File: config.mk
export PLATFORM = sky130hd
export DESIGN_NAME = cancel_req_sequencer
export DESIGN_NICKNAME = d
export VERILOG_FILES = /design/src/rtl/cancel_req_sequencer_pkg.sv /design/src/rtl/cancel_req_sequencer_fifo.sv /design/src/rtl/cancel_req_sequencer.sv
export SDC_FILE = /design/constraint.sdc
export NUM_CORES = 1
export LEC_CHECK = 0
export ABC_AREA = 1
export BUFFER_PORTS_ARGS = -buffer_cell sky130_fd_sc_hd__clkbuf_2
export CORE_ASPECT_RATIO = 0.9
export CORE_UTILIZATION = 29
export DETAILED_ROUTE_END_ITERATION = 6
export PLACE_DENSITY = 0.47
export SLEW_MARGIN = 10
export SYNTH_ARGS = -nofsm -noshare
export SYNTH_HDL_FRONTEND = slang
export SYNTH_SLANG_ARGS = --single-unit
File: constraint.sdc
create_clock -name clk -period 6.73 [get_ports clk]
set_clock_uncertainty 0.1 [all_clocks]
set_input_delay 0.673 -clock clk [delete_from_list [all_inputs] [get_ports clk]]
set_output_delay 0.673 -clock clk [all_outputs]
set_load 0.02 [all_outputs]
File: src/rtl/cancel_req_sequencer_pkg.sv
// Shared types for the cancel-order request sequencer and its event FIFO.
// Also carries the cache request/result types it drives directly.
package cancel_req_sequencer_pkg;

   localparam int unsigned CID_W           = 10;
   localparam int unsigned DATA_W          = 32;
   localparam int unsigned CANCEL_ADDR_LSB = 4;
   localparam int unsigned DEPTH_DEF       = 8;
   localparam int unsigned TIMEOUT_DEF     = 64;

   typedef struct packed {
      logic [31:0] rdindex;
      logic [31:0] wrindex;
      logic [31:0] data;
      logic        rw;
      logic        valid;
   } cpu_req_type;

   typedef struct packed {
      logic [31:0] data;
      logic        ready;
   } cpu_result_type;

   typedef struct packed {
      logic             is_query;
      logic [CID_W-1:0] cid;
      logic [31:0]      amount;
   } cancel_ev_t;

   typedef enum logic [1:0] {
      ST_IDLE  = 2'd0,
      ST_ISSUE = 2'd1,
      ST_GAP   = 2'd2
   } seq_state_e;

   // Client ID lands on cache index bits [13:4].
   function automatic logic [31:0] cid_to_addr(input logic [CID_W-1:0] cid);
      return {{(32 - CID_W - CANCEL_ADDR_LSB){1'b0}}, cid, {CANCEL_ADDR_LSB{1'b0}}};
   endfunction

   function automatic logic [31:0] sat_add(input logic [31:0] a, input logic [31:0] b);
      logic [32:0] sum;
      sum = {1'b0, a} + {1'b0, b};
      return sum[32] ? 32'hFFFF_FFFF : sum[31:0];
   endfunction

endpackage

File: src/rtl/cancel_req_sequencer_fifo.sv
// Event FIFO: circular storage with occupancy and a saturating merge into the tail entry.
module cancel_ev_fifo
   import cancel_req_sequencer_pkg::*;
#(
   parameter  int unsigned DEPTH = DEPTH_DEF,
   localparam int unsigned CNT_W = $clog2(DEPTH) + 1
) (
   input  logic             clk,
   input  logic             rst,
   input  logic             push,
   input  cancel_ev_t       push_ev,
   input  logic             merge,
   input  logic [31:0]      merge_amount,
   input  logic             pop,
   output cancel_ev_t       head_ev,
   output logic             tail_is_query,
   output logic [CID_W-1:0] tail_cid,
   output logic [CNT_W-1:0] count
);

   localparam int unsigned PTR_W = $clog2(DEPTH);

   cancel_ev_t       mem_q [DEPTH];
   cancel_ev_t       mem_d [DEPTH];
   logic [PTR_W-1:0] wr_ptr_q, wr_ptr_d;
   logic [PTR_W-1:0] rd_ptr_q, rd_ptr_d;
   logic [CNT_W-1:0] count_q, count_d;
   logic [PTR_W-1:0] tail_ptr;

   assign tail_ptr      = wr_ptr_q - PTR_W'(1);
   assign head_ev       = mem_q[rd_ptr_q];
   assign tail_is_query = mem_q[tail_ptr].is_query;
   assign tail_cid      = mem_q[tail_ptr].cid;
   assign count         = count_q;

   always_comb begin
      mem_d    = mem_q;
      wr_ptr_d = wr_ptr_q;
      rd_ptr_d = rd_ptr_q;
      if (merge) begin
         mem_d[tail_ptr].amount = sat_add(mem_q[tail_ptr].amount, merge_amount);
      end
      if (push) begin
         mem_d[wr_ptr_q] = push_ev;
         wr_ptr_d        = wr_ptr_q + PTR_W'(1);
      end
      if (pop) begin
         rd_ptr_d = rd_ptr_q + PTR_W'(1);
      end
      count_d = count_q + CNT_W'(push) - CNT_W'(pop);
   end

   always_ff @(posedge clk) begin
      if (rst) begin
         wr_ptr_q <= '0;
         rd_ptr_q <= '0;
         count_q  <= '0;
      end else begin
         wr_ptr_q <= wr_ptr_d;
         rd_ptr_q <= rd_ptr_d;
         count_q  <= count_d;
      end
   end

   // Payload storage needs no reset; occupancy gates every read of it.
   always_ff @(posedge clk) begin
      mem_q <= mem_d;
   end

endmodule

File: src/rtl/cancel_req_sequencer.sv
// Feeds buffered cancel accumulates and balance queries to the cache FSM one at a time,
// with a wait watchdog, query responses and tail merging of same-client accumulates.
module cancel_req_sequencer
   import cancel_req_sequencer_pkg::*;
#(
   parameter  int unsigned DEPTH       = DEPTH_DEF,
   parameter  int unsigned TIMEOUT_CYC = TIMEOUT_DEF,
   localparam int unsigned CNT_W       = $clog2(DEPTH) + 1
) (
   input  logic             clk,
   input  logic             rst,
   input  logic             ev_valid,
   output logic             ev_ready,
   input  logic             ev_is_query,
   input  logic [CID_W-1:0] ev_cid,
   input  logic [31:0]      ev_amount,
   output cpu_req_type      cpu_req,
   input  cpu_result_type   cpu_res,
   output logic             rsp_valid,
   output logic [CID_W-1:0] rsp_cid,
   output logic [31:0]      rsp_data,
   output logic             timeout_err,
   output logic [CNT_W-1:0] occupancy
);

   localparam int unsigned WAIT_W = $clog2(TIMEOUT_CYC + 1);

   seq_state_e       state_q, state_d;
   cpu_req_type      req_q, req_d;
   logic             rsp_valid_q, rsp_valid_d;
   logic [CID_W-1:0] rsp_cid_q, rsp_cid_d;
   logic [31:0]      rsp_data_q, rsp_data_d;
   logic             timeout_err_q, timeout_err_d;
   logic [WAIT_W-1:0] wait_q, wait_d;

   cancel_ev_t       head_ev;
   cancel_ev_t       push_ev;
   logic             tail_is_query;
   logic [CID_W-1:0] tail_cid;
   logic [CNT_W-1:0] count;
   logic             fifo_empty, head_in_flight, merge_hit, accept;
   logic             done, abort, pop;

   // The head counts as in flight from the IDLE cycle that latches it into cpu_req.
   assign fifo_empty     = (count == '0);
   assign head_in_flight = (state_q == ST_ISSUE) || ((state_q == ST_IDLE) && !fifo_empty);
   assign merge_hit      = !ev_is_query && !fifo_empty && !tail_is_query && (tail_cid == ev_cid)
                           && !((count == CNT_W'(1)) && head_in_flight);
   assign ev_ready       = (count < CNT_W'(DEPTH)) || merge_hit;
   assign accept         = ev_valid && ev_ready;

   assign done  = (state_q == ST_ISSUE) && cpu_res.ready;
   assign abort = (state_q == ST_ISSUE) && !cpu_res.ready && (wait_q == WAIT_W'(TIMEOUT_CYC - 1));
   assign pop   = done || abort;

   assign push_ev = '{is_query: ev_is_query, cid: ev_cid, amount: ev_amount};

   cancel_ev_fifo #(.DEPTH(DEPTH)) u_fifo (
      .clk           (clk),
      .rst           (rst),
      .push          (accept && !merge_hit),
      .push_ev       (push_ev),
      .merge         (accept && merge_hit),
      .merge_amount  (ev_amount),
      .pop           (pop),
      .head_ev       (head_ev),
      .tail_is_query (tail_is_query),
      .tail_cid      (tail_cid),
      .count         (count)
   );

   always_ff @(posedge clk) begin
      if (rst) begin
         state_q <= ST_IDLE;
      end else begin
         state_q <= state_d;
      end
   end

   always_comb begin
      state_d = state_q;
      case (state_q)
         ST_IDLE:  if (!fifo_empty) state_d = ST_ISSUE;
         ST_ISSUE: if (pop)         state_d = ST_GAP;
         ST_GAP:                    state_d = ST_IDLE;
         default:                   state_d = ST_IDLE;
      endcase
   end

   always_comb begin
      req_d         = req_q;
      wait_d        = wait_q;
      rsp_valid_d   = 1'b0;
      rsp_cid_d     = rsp_cid_q;
      rsp_data_d    = rsp_data_q;
      timeout_err_d = timeout_err_q | abort;
      case (state_q)
         ST_IDLE: begin
            if (!fifo_empty) begin
               req_d.rdindex = cid_to_addr(head_ev.cid);
               req_d.wrindex = cid_to_addr(head_ev.cid);
               req_d.data    = head_ev.is_query ? 32'h0 : head_ev.amount;
               req_d.rw      = !head_ev.is_query;
               req_d.valid   = 1'b1;
               wait_d        = '0;
            end
         end
         ST_ISSUE: begin
            if (pop) begin
               req_d.valid = 1'b0;
               wait_d      = '0;
               if (done && head_ev.is_query) begin
                  rsp_valid_d = 1'b1;
                  rsp_cid_d   = head_ev.cid;
                  rsp_data_d  = cpu_res.data;
               end
            end else begin
               wait_d = wait_q + WAIT_W'(1);
            end
         end
         default: req_d.valid = 1'b0;
      endcase
   end

   always_ff @(posedge clk) begin
      if (rst) begin
         req_q         <= '0;
         wait_q        <= '0;
         rsp_valid_q   <= 1'b0;
         rsp_cid_q     <= '0;
         rsp_data_q    <= '0;
         timeout_err_q <= 1'b0;
      end else begin
         req_q         <= req_d;
         wait_q        <= wait_d;
         rsp_valid_q   <= rsp_valid_d;
         rsp_cid_q     <= rsp_cid_d;
         rsp_data_q    <= rsp_data_d;
         timeout_err_q <= timeout_err_d;
      end
   end

   assign cpu_req     = req_q;
   assign rsp_valid   = rsp_valid_q;
   assign rsp_cid     = rsp_cid_q;
   assign rsp_data    = rsp_data_q;
   assign timeout_err = timeout_err_q;
   assign occupancy   = count;

endmodule
==> results.md <==
* Worst Setup Start Kind: register
* Switching part of the total at 50.13%
* Port bufs at 181
* Psw at 7.564 mW
* Final core occ at 32.70%
* Crit path max fanout at 22
* Worst path bufs/invs at 8
* Crit path max-delay family: simple AND/OR/NAND/NOR gates
* Critical path type: reg -> reg
* DR iter-0 viols at 3028
* Cells after synthesis at 4521
* Number of library cell types mapped by synthesis at 43
* Detail Placement HPWL at 77.09 mm
* Post-Route WL at 131.2 mm
* Most used cell, CP: nand2_1
* Leakage at 15.40 nW
* CTS resizes at 0
* Layout cell share with drive strength beyond 1 at 9.017%
* Number of buffers created by CTS at 56
* Least-Margin Pin Slew at 1224 ps
* Critical Path RT at 7150 ps
* Hold Slack at 211.0 ps
* First-pass GRT wire length at 192.3 mm
* Register area at 9899 µm²
* Die Y at 300.7 µm
* P&R area growth vs syn at 11.70%
* Syn Area/Cell at 6.358 µm²
* Post-synth EDFFs at 88
* Clock Latency Late Sink at 650 ps
* Internal cell power at 7.523 mW
* Crit path capture type: register
* Num ports at 226
* Final Cycle Share at 90.97%
* Nets@finish at 4603
* Worst-path clk slew at 60 ps
* Max_cap viols at 0
* Via density per instance at 5.320
* Max Freq at 163.3 MHz
* Vias in the first global route at 28290
* Clk sinks at 450
* Asr flop ratio synth at 0%
* DRC viols at 0
* Routability cong. at 0.9065
* Slew margin rel. at 18.33%
* Initial antenna violation count at 1
* Sequential area share after synthesis at 34.40%
* Combinational group share of total power at 52.0%
* RSZ-0062 raised after global routing: no
* Yosys reg bits at 450
* Setup Viol. Count Final at 0
* Total gr overflow at 0
* Total GRT Usage at 25.29%
* Final hold viol count at 0
* Routed vias at 30870
* HP Class: in -> reg
* DR pass1 iterations at 5
* Tmin final at 6122 ps
* Antenna-violating nets left at 0
* CTS tree: yes
* Fillers at 10930
* Root Buffer: clkbuf_16
* Core ar. at 98190 µm²
* Placed standard-cell area at 30250 µm²
* Flop pwr share at 27.1%
* CP arrival at 6540 ps
* Power Density at 469.9 nW/µm²
* Max clock buf depth at 3
* Row count at 109
* Die area at 100400 µm²
* YS warnings at 0
* Post-synth top flop: dfxtp_1
* Finished Cell Area at 32110 µm²
* Slew Limit Fails at 0
* Starting Density at 29.27%
* Slowest stage cell on the critical path: nor2_1
* Largest net degree at the start of global routing at 153
* Setup tns final at 0 ps
* Status: finished, final reports clean
* Hold_buf cts at 0
* Max stage delay on crit path at 770 ps
* Die X at 333.9 µm
* Share of total power in the clock network at 20.9%
* Multi-input combinational cell area at 15270 µm²
* H-tree Lvls at 2
* Drt wl/cell at 22.62 µm
* Synth Cell Area at 28750 µm²
* Post CTS Setup Buffer Count at 0
* VDD IR max at 274.0 µV
-- Yosys cell counts, types with 2 or more instances --
cell,n,share of area [%]
or4_1,6,0.16
a21oi_1,328,5.7
buf_2,79,1.4
nand3_1,293,5.1
clkbuf_2,15,0.26
o21ai_0,288,5.0
buf_4,71,1.9
nand3b_1,4,0.10
or2_2,17,0.37
o21a_1,2,0.052
fa_1,2,0.14
inv_2,10,0.13
and2_1,4,0.087
buf_6,2,0.078
xor2_1,21,0.64
o21ai_1,8,0.14
nor2_2,3,0.065
nand2_1,1419,19
buf_1,30,0.39
nor2_1,250,3.3
o22ai_1,66,1.4
a221oi_1,52,1.6
nand3_4,7,0.43
nand3_2,10,0.35
clkinv_1,15,0.20
nor3_1,6,0.10
inv_1,495,6.5
clkbuf_1,199,2.6
edfxtp_1,88,9.2
nand2_2,2,0.044
ha_1,41,1.8
o21bai_1,3,0.078
dfxtp_1,362,25
nand4_1,314,6.8
-- layer usage --
layer  part of all wire [%]  vias up  track usage, %  wire, µm
met2                     44     1396           39.32     57540
met3                    8.2      214           3.916     10740
met4                    2.6        2           7.241      3372
li1                       -    14690               -         -
met5                 0.0099        -               0        13
met1                     45    14570           35.98     59560
-- state kept, by name, indices dropped and copies added (netlist names) --
signal / cells
wait_q: 7
rsp_valid: 1
u_fifo.count: 4
timeout_err: 1
rsp_data: 32
rsp_cid: 10
u_fifo.rd_ptr_q: 3
cpu_req: 43
state_q: 2
u_fifo.wr_ptr_q: 3
u_fifo.mem_q: 344
-- worst min-delay path, cell delays in order --
cell and delay [ps]:
clkbuf_2 70, o21ai_0 70, a21oi_1 100
-- layout by cell type, fill, tap and decap left out, types with 44 or more instances in the layout --
master	synthesis	final
nand2_1	1419	1418
inv_1	495	491
dfxtp_1	362	358
a21oi_1	328	327
nand4_1	314	314
nand3_1	293	292
o21ai_0	288	288
nor2_1	250	244
clkbuf_2	15	179
edfxtp_1	88	88
buf_4	71	69
o22ai_1	66	66
clkbuf_16	0	58
a221oi_1	52	52
conb_1	1	44
-- cell families (layout without fill, tap and decap cells) --
kind of cell    Yosys count  count (layout)  synth area share, %
flops                   450             450                34.40
compound gates          752             752                14.15
simple gates           2337            2337                35.49
xor+xnor                 22              22               0.6703
fa+ha+maj                43              43                1.924
other cells               1              45              0.01305
buf+inv                 916             877                13.35
-- layout make-up --
class                      instances  area share, %
tap                             1276          4.972
clock inverter                    13         0.4910
antenna                            1       0.007794
inverter                         520          6.091
multi-input combinational       3198          47.55
sequential                       450          30.83
timing repair buffer             255          4.774
clock buffer                      89          5.288
-- per-stage QoR --
stage / setup slack, ps / cells / power, mW
after floorplan: 1505 / 4564 / 9.178
after global placement: 758.9 / 5699 / 11.85
after detailed placement: 677.8 / 5699 / 11.81
after CTS: 669.8 / 5801 / 15.02
after global routing: 145.2 / 5801 / 16.14
final: 607.7 / 5802 / 15.09
-- power by group through the flow --
stage | clock (mW) | combinational, mW | sequential, mW
final | 3.15 | 7.85 | 4.08
after global routing | 3.32 | 8.66 | 4.17
after CTS | 3.22 | 7.74 | 4.06
after detailed placement | 0 | 7.70 | 4.12
after global placement | 0 | 7.72 | 4.12
after floorplan | 0 | 5.08 | 4.10
-- final timing paths --
kind                 startpoint                 to  slack (ps)  cells after the start
max          u_fifo.wr_ptr_q[1]  u_fifo.mem_q[152]         610                     26
min                 cpu_res[19]       rsp_data[18]         210                      3
max reg2reg  u_fifo.wr_ptr_q[1]  u_fifo.mem_q[152]         610                     26
min reg2reg        rsp_data[20]       rsp_data[20]         340                      2
Note: power is estimated with default switching activity, not from simulation.
